[src/rtl/text_console.sv]
// text_console: byte-stream front end for the text VRAM CPU port.
// Interprets CR/LF/BS/FF, maintains a cursor, writes glyph codes, and
// scrolls or clears the screen through read/copy/write sequences on the
// single VRAM port. Outputs are decoded from registered state only.
module text_console #(
    parameter int COLS       = 80,
    parameter int ROWS       = 60,
    parameter int ADDR_WIDTH = 13,
    parameter int COL_WIDTH  = 7,
    parameter int ROW_WIDTH  = 6
) (
    input  logic                  clk,
    input  logic                  rst,
    input  logic                  in_valid,
    output logic                  in_ready,
    input  logic [7:0]            in_char,
    output logic                  vram_we,
    output logic [ADDR_WIDTH-1:0] vram_addr,
    output logic [7:0]            vram_wdata,
    input  logic [7:0]            vram_rdata,
    output logic [COL_WIDTH-1:0]  cursor_col,
    output logic [ROW_WIDTH-1:0]  cursor_row,
    output logic                  busy
);

    // Geometry constants, all sized to the register they are compared with.
    localparam logic [COL_WIDTH-1:0]  LAST_COL    = COL_WIDTH'(COLS - 1);
    localparam logic [ROW_WIDTH-1:0]  LAST_ROW    = ROW_WIDTH'(ROWS - 1);
    localparam logic [ADDR_WIDTH-1:0] COLS_A      = ADDR_WIDTH'(COLS);
    localparam logic [ADDR_WIDTH-1:0] COPY_LAST   = ADDR_WIDTH'((ROWS - 1) * COLS - 1);
    localparam logic [ADDR_WIDTH-1:0] BOTTOM_ROW  = ADDR_WIDTH'((ROWS - 1) * COLS);
    localparam logic [ADDR_WIDTH-1:0] SCREEN_LAST = ADDR_WIDTH'(COLS * ROWS - 1);

    localparam logic [7:0] CH_BS    = 8'h08;
    localparam logic [7:0] CH_LF    = 8'h0A;
    localparam logic [7:0] CH_FF    = 8'h0C;
    localparam logic [7:0] CH_CR    = 8'h0D;
    localparam logic [7:0] CH_SPACE = 8'h20;

    typedef enum logic [2:0] {
        ST_IDLE,
        ST_EXEC,
        ST_SCROLL_RD,
        ST_SCROLL_WR,
        ST_CLEAR
    } state_t;

    state_t                r_state, w_state_nxt;
    logic [7:0]            r_char,  w_char_nxt;
    logic [COL_WIDTH-1:0]  r_col,   w_col_nxt;
    logic [ROW_WIDTH-1:0]  r_row,   w_row_nxt;
    logic [ADDR_WIDTH-1:0] r_ptr,   w_ptr_nxt;
    logic [ADDR_WIDTH-1:0] r_end,   w_end_nxt;

    logic                  w_printable;
    logic [ADDR_WIDTH-1:0] w_cursor_addr;

    // Everything from 0x20 upward, including 0x7F-0xFF, is a glyph.
    assign w_printable   = (r_char >= CH_SPACE);
    // Parameter constraints keep row*COLS+col inside ADDR_WIDTH bits.
    assign w_cursor_addr = ADDR_WIDTH'(r_row) * COLS_A + ADDR_WIDTH'(r_col);

    assign cursor_col = r_col;
    assign cursor_row = r_row;

    // State and datapath registers; reset aborts any scroll or clear at once.
    always_ff @(posedge clk) begin
        // NOTE: sequential state uses <= so every register samples pre-edge values.
        if (rst) begin
            r_state <= ST_IDLE;
            r_char  <= '0;
            r_col   <= '0;
            r_row   <= '0;
            r_ptr   <= '0;
            r_end   <= '0;
        end else begin
            r_state <= w_state_nxt;
            r_char  <= w_char_nxt;
            r_col   <= w_col_nxt;
            r_row   <= w_row_nxt;
            r_ptr   <= w_ptr_nxt;
            r_end   <= w_end_nxt;
        end
    end

    // Next-state and next-datapath decode.
    always_comb begin
        // NOTE: every variable is defaulted first so no path can infer a latch.
        w_state_nxt = r_state;
        w_char_nxt  = r_char;
        w_col_nxt   = r_col;
        w_row_nxt   = r_row;
        w_ptr_nxt   = r_ptr;
        w_end_nxt   = r_end;

        case (r_state)
            ST_IDLE: begin
                if (in_valid) begin
                    w_char_nxt  = in_char;
                    w_state_nxt = ST_EXEC;
                end
            end

            ST_EXEC: begin
                w_state_nxt = ST_IDLE;
                if (r_char == CH_CR) begin
                    w_col_nxt = '0;
                end else if (r_char == CH_LF) begin
                    w_col_nxt = '0;
                    if (r_row < LAST_ROW) begin
                        w_row_nxt = r_row + 1'b1;
                    end else begin
                        w_ptr_nxt   = '0;
                        w_state_nxt = ST_SCROLL_RD;
                    end
                end else if (r_char == CH_BS) begin
                    if (r_col != '0) begin
                        w_col_nxt = r_col - 1'b1;
                    end
                end else if (r_char == CH_FF) begin
                    w_ptr_nxt   = '0;
                    w_end_nxt   = SCREEN_LAST;
                    w_col_nxt   = '0;
                    w_row_nxt   = '0;
                    w_state_nxt = ST_CLEAR;
                end else if (w_printable) begin
                    if (r_col < LAST_COL) begin
                        w_col_nxt = r_col + 1'b1;
                    end else begin
                        w_col_nxt = '0;
                        if (r_row < LAST_ROW) begin
                            w_row_nxt = r_row + 1'b1;
                        end else begin
                            w_ptr_nxt   = '0;
                            w_state_nxt = ST_SCROLL_RD;
                        end
                    end
                end
            end

            ST_SCROLL_RD: begin
                w_state_nxt = ST_SCROLL_WR;
            end

            ST_SCROLL_WR: begin
                if (r_ptr == COPY_LAST) begin
                    // Copy finished; blank the freshly exposed bottom row.
                    w_ptr_nxt   = BOTTOM_ROW;
                    w_end_nxt   = SCREEN_LAST;
                    w_state_nxt = ST_CLEAR;
                end else begin
                    w_ptr_nxt   = r_ptr + 1'b1;
                    w_state_nxt = ST_SCROLL_RD;
                end
            end

            ST_CLEAR: begin
                if (r_ptr == r_end) begin
                    w_state_nxt = ST_IDLE;
                end else begin
                    w_ptr_nxt = r_ptr + 1'b1;
                end
            end

            default: begin
                w_state_nxt = ST_IDLE;
            end
        endcase
    end

    // Moore output decode; held quiet while reset is asserted.
    always_comb begin
        vram_we    = 1'b0;
        vram_addr  = '0;
        vram_wdata = '0;
        in_ready   = 1'b0;
        busy       = 1'b0;

        if (!rst) begin
            in_ready = (r_state == ST_IDLE);
            busy     = (r_state != ST_IDLE);
            case (r_state)
                ST_EXEC: begin
                    if (w_printable && (r_char != CH_BS) && (r_char != CH_LF)) begin
                        vram_we    = 1'b1;
                        vram_addr  = w_cursor_addr;
                        vram_wdata = r_char;
                    end
                end
                ST_SCROLL_RD: begin
                    // Source is one row below the destination.
                    vram_addr = r_ptr + COLS_A;
                end
                ST_SCROLL_WR: begin
                    // Read data for ptr+COLS arrives this cycle.
                    vram_we    = 1'b1;
                    vram_addr  = r_ptr;
                    vram_wdata = vram_rdata;
                end
                ST_CLEAR: begin
                    vram_we    = 1'b1;
                    vram_addr  = r_ptr;
                    vram_wdata = CH_SPACE;
                end
                default: begin
                    vram_we = 1'b0;
                end
            endcase
        end
    end

endmodule

[config.mk]
export PLATFORM = sky130hd
export DESIGN_NAME = text_console
export DESIGN_NICKNAME = d
export VERILOG_FILES = /design/src/rtl/text_console.sv
export SDC_FILE = /design/constraint.sdc
export NUM_CORES = 1
export LEC_CHECK = 0
export CORE_ASPECT_RATIO = 1.2
export CORE_MARGIN = 3
export CORE_UTILIZATION = 58
export CTS_CLUSTER_SIZE = 20
export DETAILED_ROUTE_END_ITERATION = 10
export PLACE_DENSITY_LB_ADDON = 0.15
export SLEW_MARGIN = 20
export SYNTH_ARGS = -nofsm -noshare
export SYNTH_HDL_FRONTEND = slang
export SYNTH_SLANG_ARGS = --single-unit
[constraint.sdc]
create_clock -name clk -period 4.35 [get_ports clk]
set_input_delay 1.0875 -clock clk [delete_from_list [all_inputs] [get_ports clk]]
set_output_delay 1.0875 -clock clk [all_outputs]
set_load 0.01 [all_outputs]
==> flow_summary.toml, run 1 <==
[floorplanning]
die_h_um = 88.2
ioPinCount = 56
die_x_um = 74.5
initial_core_util_pct = 60.9
die_area_um2 = 6580
core-area_um2 = 5370
placementRows = 29

[sta]
hold_violations = 0
fmaxAchievable_mhz = 242
worstMarginPinSlew_ns = 0.689
final.setup.tns_ns = 0
slew_headroom_pct = 54.1
period_needed_ns = 4.14
setup_viol = 0
rsz0062_at_grt = "false"
maxSlewViolCount = 0
clock_skew_ns = 0.00615
period_share_pct = 95.1

[critical_path]
path_max_fanout = 7
required_ns = 3.26
cp.arrival_ns = 3.05
critPathKind = "reg -> out"
crit_path_end_kind = "output port"
critPathLaunchType = "flop"

[logic_synthesis]
ys_async_sr_fraction_pct = 0
avgSynthCellArea_um2 = 7.41
synth-main-ff-cell = "dfxtp_1"
syn_nets = 480
synth-xor-area-share_pct = 4.02
synth-seq-cells = 38
synth_top_family_by_area = "simple AND/OR/NAND/NOR gates"
synthAdderAreaFrac_pct = 8.11
syn_inst = 441
muxShareOfSynthArea_pct = 0.957
synth_edf_count = 0
synthDistinctLibCells = 67
ys_warn_count = 0
synth-simple-area-share_pct = 33.1
syn_area_um2 = 3270
synth_compound_area_share_pct = 25.3
ys_seq_area_share_pct = 23.3

[clock_tree]
root_buffer = "clkbuf_8"
cts_buffers = 5
postCtsHoldBufs = 0
clock_sinks = 38
h-tree-depth = 2
cts_tree = "yes"
clock_path_buffers = 2
clock_latency_ns = 0.29
path_clk_slew_ns = 0.08

[drt]
antenna_left = 0
dr_total_vias = 3508
dr.pass1.iters = 4
wl_per_cell_um = 16.9
route.detailed.drc = 0
drt_iter0_markers = 227
wl_um = 9200
viasPerCell = 6.44

[placement]
placed_area_um2 = 3820
io_buffers = 55
hpwl_um = 6750
gp_congestion = 0.958

[global_route]
grt_pass1_vias = 3311
overflow = 0
grt_usage_pct = 28.9
antenna_found_initial = 0
grt_max_degree = 40
grt_pass1_wl_um = 15100

[finish]
most-common-layout-cells = "clkdlybuf4s50_1, nand2_1, nor2_1, dfxtp_1, a21oi_1"
syn_to_final_growth_pct = 19.7
diodes = 0
post-route-cell-area_um2 = 3910
layout.nets = 523
fill_cells = 455
seq_area_um2 = 764
drive_gt1_share_pct = 7.25
mostFrequentLayoutCell = "clkdlybuf4s50_1"
multiInputGateArea_um2 = 2340

[power]
leakage_nw = 1.39
vdd.ir_drop.worst_uv = 171
power_density_nw_per_um2 = 181

[run]
max_cap_violations = 0

[hold_path]
worstHoldPathType = "reg -> reg"

[status]
outcome = "finished clean"
[Yosys cell counts, types with 5 or more instances]
master / n / area share, %
o21ai_0: 17 / 2.6
a22oi_1: 13 / 3.0
and3_1: 5 / 0.96
nor2_1: 48 / 5.5
clkbuf_1: 10 / 1.1
or3_1: 5 / 0.96
dfxtp_1: 38 / 23
and2_1: 5 / 0.96
buf_2: 11 / 1.7
inv_1: 13 / 1.5
ha_1: 18 / 6.9
a31oi_1: 9 / 1.7
a221oi_1: 7 / 1.9
nand3_1: 22 / 3.4
a21o_1: 7 / 1.6
nor4_1: 7 / 1.3
xnor2_1: 11 / 2.9
nor2b_1: 7 / 1.3
a21oi_1: 28 / 4.3
a211oi_1: 5 / 1.1
nor3_1: 16 / 2.4
nand2_1: 53 / 6.1
nand4_1: 6 / 1.1
[stage by stage]
step	hold slack [ns]	std cells	utilization [%]	setup slack, ns	power, mW
6_report	0.494	545	72.9	0.214	0.710
4_1_cts	0.489	545	72.7	0.0864	0.714
3_3_place_gp	0.465	539	71.1	0.284	0.466
3_5_place_dp	0.477	539	71.1	0.240	0.468
5_1_grt	0.511	545	72.9	0.0408	0.736
2_1_floorplan	0.438	441	-	0.945	0.431
[worst max-delay path, cell delays in order, from the launching register on]
cell,delay [ns]
dfxtp_2,0.40
ha_1,0.25
ha_1,0.23
fa_1,0.42
xnor2_1,0.30
nor2_1,0.08
o21ai_0,0.14
xnor2_1,0.16
nand2_1,0.08
a31oi_1,0.16
clkdlybuf4s50_1,0.55
[per-layer routing]
metal | GRT usage, % | vias to the layer above | share of wire, %
met5 | 0 | - | 0
met4 | 13.4 | 0 | 2.7
met3 | 5.23 | 25 | 6.5
met2 | 49.4 | 167 | 49
met1 | 34.6 | 1605 | 41
li1 | - | 1711 | -
[flip-flops by register name, summed over array words and instances, names as in the netlist]
register,count
cursor_col,7
r_ptr,13
r_char,8
cursor_row,6
r_state,3
r_end,1
[cell type report]
cell class                      instances  area share, %
Sequential cell                        38           19.5
Multi-Input combinational cell        365           59.9
Timing Repair Buffer                   61           15.2
Clock buffer                            6           2.11
Inverter                               13           1.25
Tap cell                               62           1.98
[final timing paths]
| check | cells past startpoint | slack, ns | start | to |
|---|---|---|---|---|
| max | 10 | 0.21 | cursor_row[3] | vram_addr[10] |
| min | 2 | 0.49 | r_end[9] | r_end[9] |
| max reg2reg | 6 | 1.78 | r_state[1] | r_ptr[7] |
| min reg2reg | 2 | 0.49 | r_end[9] | r_end[9] |
[cells by family (layout without fill, tap and decap cells)]
group | after synthesis | count (layout)
mux | 3 | 3
xor+xnor | 15 | 15
fa+ha+maj | 20 | 20
compound gates | 121 | 121
simple gates | 206 | 206
buf+inv | 38 | 80
flops | 38 | 38
[power breakdown]
group	internal, mW	switching, mW
combinational	0.0442	0.0519
clock	0.122	0.125
sequential	0.354	0.0123
[repair_timing]
| action | in CTS | in global routing |
|---|---|---|
| setup buffers | 0 | 0 |
| endpoints found under the hold margin | 0 | 0 |
| gates resized for setup | 0 | 5 |
| setup endpoints to repair | 0 | 6 |
(Power assumes the default switching activity.)
==> run 2: changes to the inputs <==
--- a/config.mk
+++ b/config.mk
@@ -7,7 +7,7 @@
 export LEC_CHECK = 0
 export CORE_ASPECT_RATIO = 1.2
 export CORE_MARGIN = 3
-export CORE_UTILIZATION = 58
+export CORE_UTILIZATION = 54
 export CTS_CLUSTER_SIZE = 20
 export DETAILED_ROUTE_END_ITERATION = 10
 export PLACE_DENSITY_LB_ADDON = 0.15
==> constraint.sdc (replaced) <==
create_clock -name clk -period 4.1 [get_ports clk]
set_input_delay 1.025 -clock clk [delete_from_list [all_inputs] [get_ports clk]]
set_output_delay 1.025 -clock clk [all_outputs]
set_load 0.01 [all_outputs]
==> flow_summary.toml, run 2 (synthesized netlist as in run 1, its figures left out) <==
[sta]
slew_headroom_pct = 29.4
hold_violations = 0
period_needed_ns = 3.93
worstMarginPinSlew_ns = 1.05
setup_viol = 0
fmaxAchievable_mhz = 254
whs_ns = 0.469
period_share_pct = 95.9
final.setup.tns_ns = 0
maxSlewViolCount = 0
clock_skew_ns = 0.00452
rsz0062_at_grt = "false"

[finish]
top_register = "r_ptr"
layout.nets = 528
fin_cells = 568
drive_gt1_share_pct = 8.20
diodes = 0
syn_to_final_growth_pct = 21.9
most-common-layout-cells = "nand2_1, clkdlybuf4s50_1, nor2_1, dfxtp_1, a21oi_1"
mostFrequentLayoutCell = "nand2_1"
largest_register_ffs = 13

[critical_path]
startpoint = "rst"
r2r_start = "r_ptr[1]"
required_ns = 3.07
critPathKind = "in -> out"
r2r-end = "r_ptr[8]"
r2r_slack_ns = 1.66
crit_end = "vram_addr[1]"
crit_path_end_kind = "output port"
path_max_fanout = 10
cp.arrival_ns = 2.91
reg2reg_depth = 7
critPathLaunchType = "primary input"

[global_route]
grt_pass1_vias = 3207
antenna_found_initial = 0
grt_max_degree = 22
grt_usage_pct = 26.2
overflow = 0
grt_pass1_wl_um = 15300

[status]
outcome = "finished clean"

[placement]
gp_congestion = 0.918
dp.cells = 562
io_buffers = 55
hpwl_um = 6800

[clock_tree]
path_clk_slew_ns = 0.08
clock_sinks = 38
postCtsHoldBufs = 0
h-tree-depth = 2
root_buffer = "clkbuf_8"
clock_path_buffers = 2
cts_tree = "yes"
cts_buffers = 5
clock_latency_ns = 0.29

[drt]
dr_total_vias = 3519
route.detailed.drc = 0
antenna_left = 0
dr.pass1.iters = 7
viasPerCell = 6.20
wl_um = 9260
drt_iter0_markers = 310
wl_per_cell_um = 16.3

[floorplanning]
initial_core_util_pct = 56.9
placementRows = 30
die_x_um = 77.0
die_h_um = 91.2
die_area_um2 = 7030
ioPinCount = 56
core-area_um2 = 5740

[run]
max_cap_violations = 0

[power]
vdd.ir_drop.worst_uv = 191
power_density_nw_per_um2 = 189
leakage_nw = 1.47

[hold_path]
worstHoldPathType = "reg -> reg"
run 2: what timing repair did:
action	CTS	global route
gates resized for setup	1	7
setup endpoints to repair	1	3
pin swaps	0	2
setup buffers	0	0
run 2: how the worst min path moves through the flow:
stage               startpoint  endpoint  cells after the start
finish                r_end[9]  r_end[9]                      2
floorplan             r_end[9]  r_end[9]                      2
detailed placement    r_end[9]  r_end[9]                      2
global route          r_end[9]  r_end[9]                      2
CTS                   r_end[9]  r_end[9]                      2
global placement      r_end[9]  r_end[9]                      2
run 2: layout make-up:
class / instances / area, µm²
multi-input combinational: 365 / 2350
clock buffer: 6 / 82.6
timing repair buffer: 66 / 641
fill: 503 / 1760
sequential: 38 / 764
tap: 80 / 100
inverter: 13 / 48.8
run 2: critical path, stage by stage:
cell             delay, ns
clkdlybuf4s50_1       0.42
or3b_1                0.56
buf_4                 0.24
nor2_1                0.11
clkdlybuf4s50_1       0.55
run 2: stage by stage:
stage	power, mW	instance area [µm²]	util [%]	worst slack (ns)
detailed placement	0.499	3880	67.6	0.181
global route	0.789	3990	69.4	0.0834
CTS	0.756	3960	69.0	0.0384
floorplan	0.457	3270	-	0.757
global placement	0.497	3880	67.6	0.203
finish	0.753	3990	69.4	0.167
run 2: per-layer routing:
| metal | share of wire (%) | track usage, % | up-vias |
|---|---|---|---|
| li1 | - | - | 1725 |
| met1 | 44 | 34.2 | 1618 |
| met2 | 47 | 42.9 | 149 |
| met3 | 5.5 | 3.08 | 27 |
| met4 | 3.0 | 12.2 | 0 |
| met5 | 0 | 0 | - |
run 2: power breakdown:
group	switching (mW)	leakage [nW]	internal (mW)	total, mW
registers	0.0126	0.309	0.375	0.388
logic	0.0560	1.12	0.0480	0.104
clock network	0.132	0.0431	0.130	0.262
==> run 3: changes to the inputs <==
--- a/config.mk
+++ b/config.mk
@@ -8,7 +8,8 @@
 export CORE_ASPECT_RATIO = 1.2
 export CORE_MARGIN = 3
 export CORE_UTILIZATION = 54
-export CTS_CLUSTER_SIZE = 20
+export CTS_CLUSTER_DIAMETER = 50
+export CTS_CLUSTER_SIZE = 28
 export DETAILED_ROUTE_END_ITERATION = 10
 export PLACE_DENSITY_LB_ADDON = 0.15
 export SLEW_MARGIN = 20
==> results of run 3 <==
The final DEF is identical to that of run 2; final timing and power are the same.
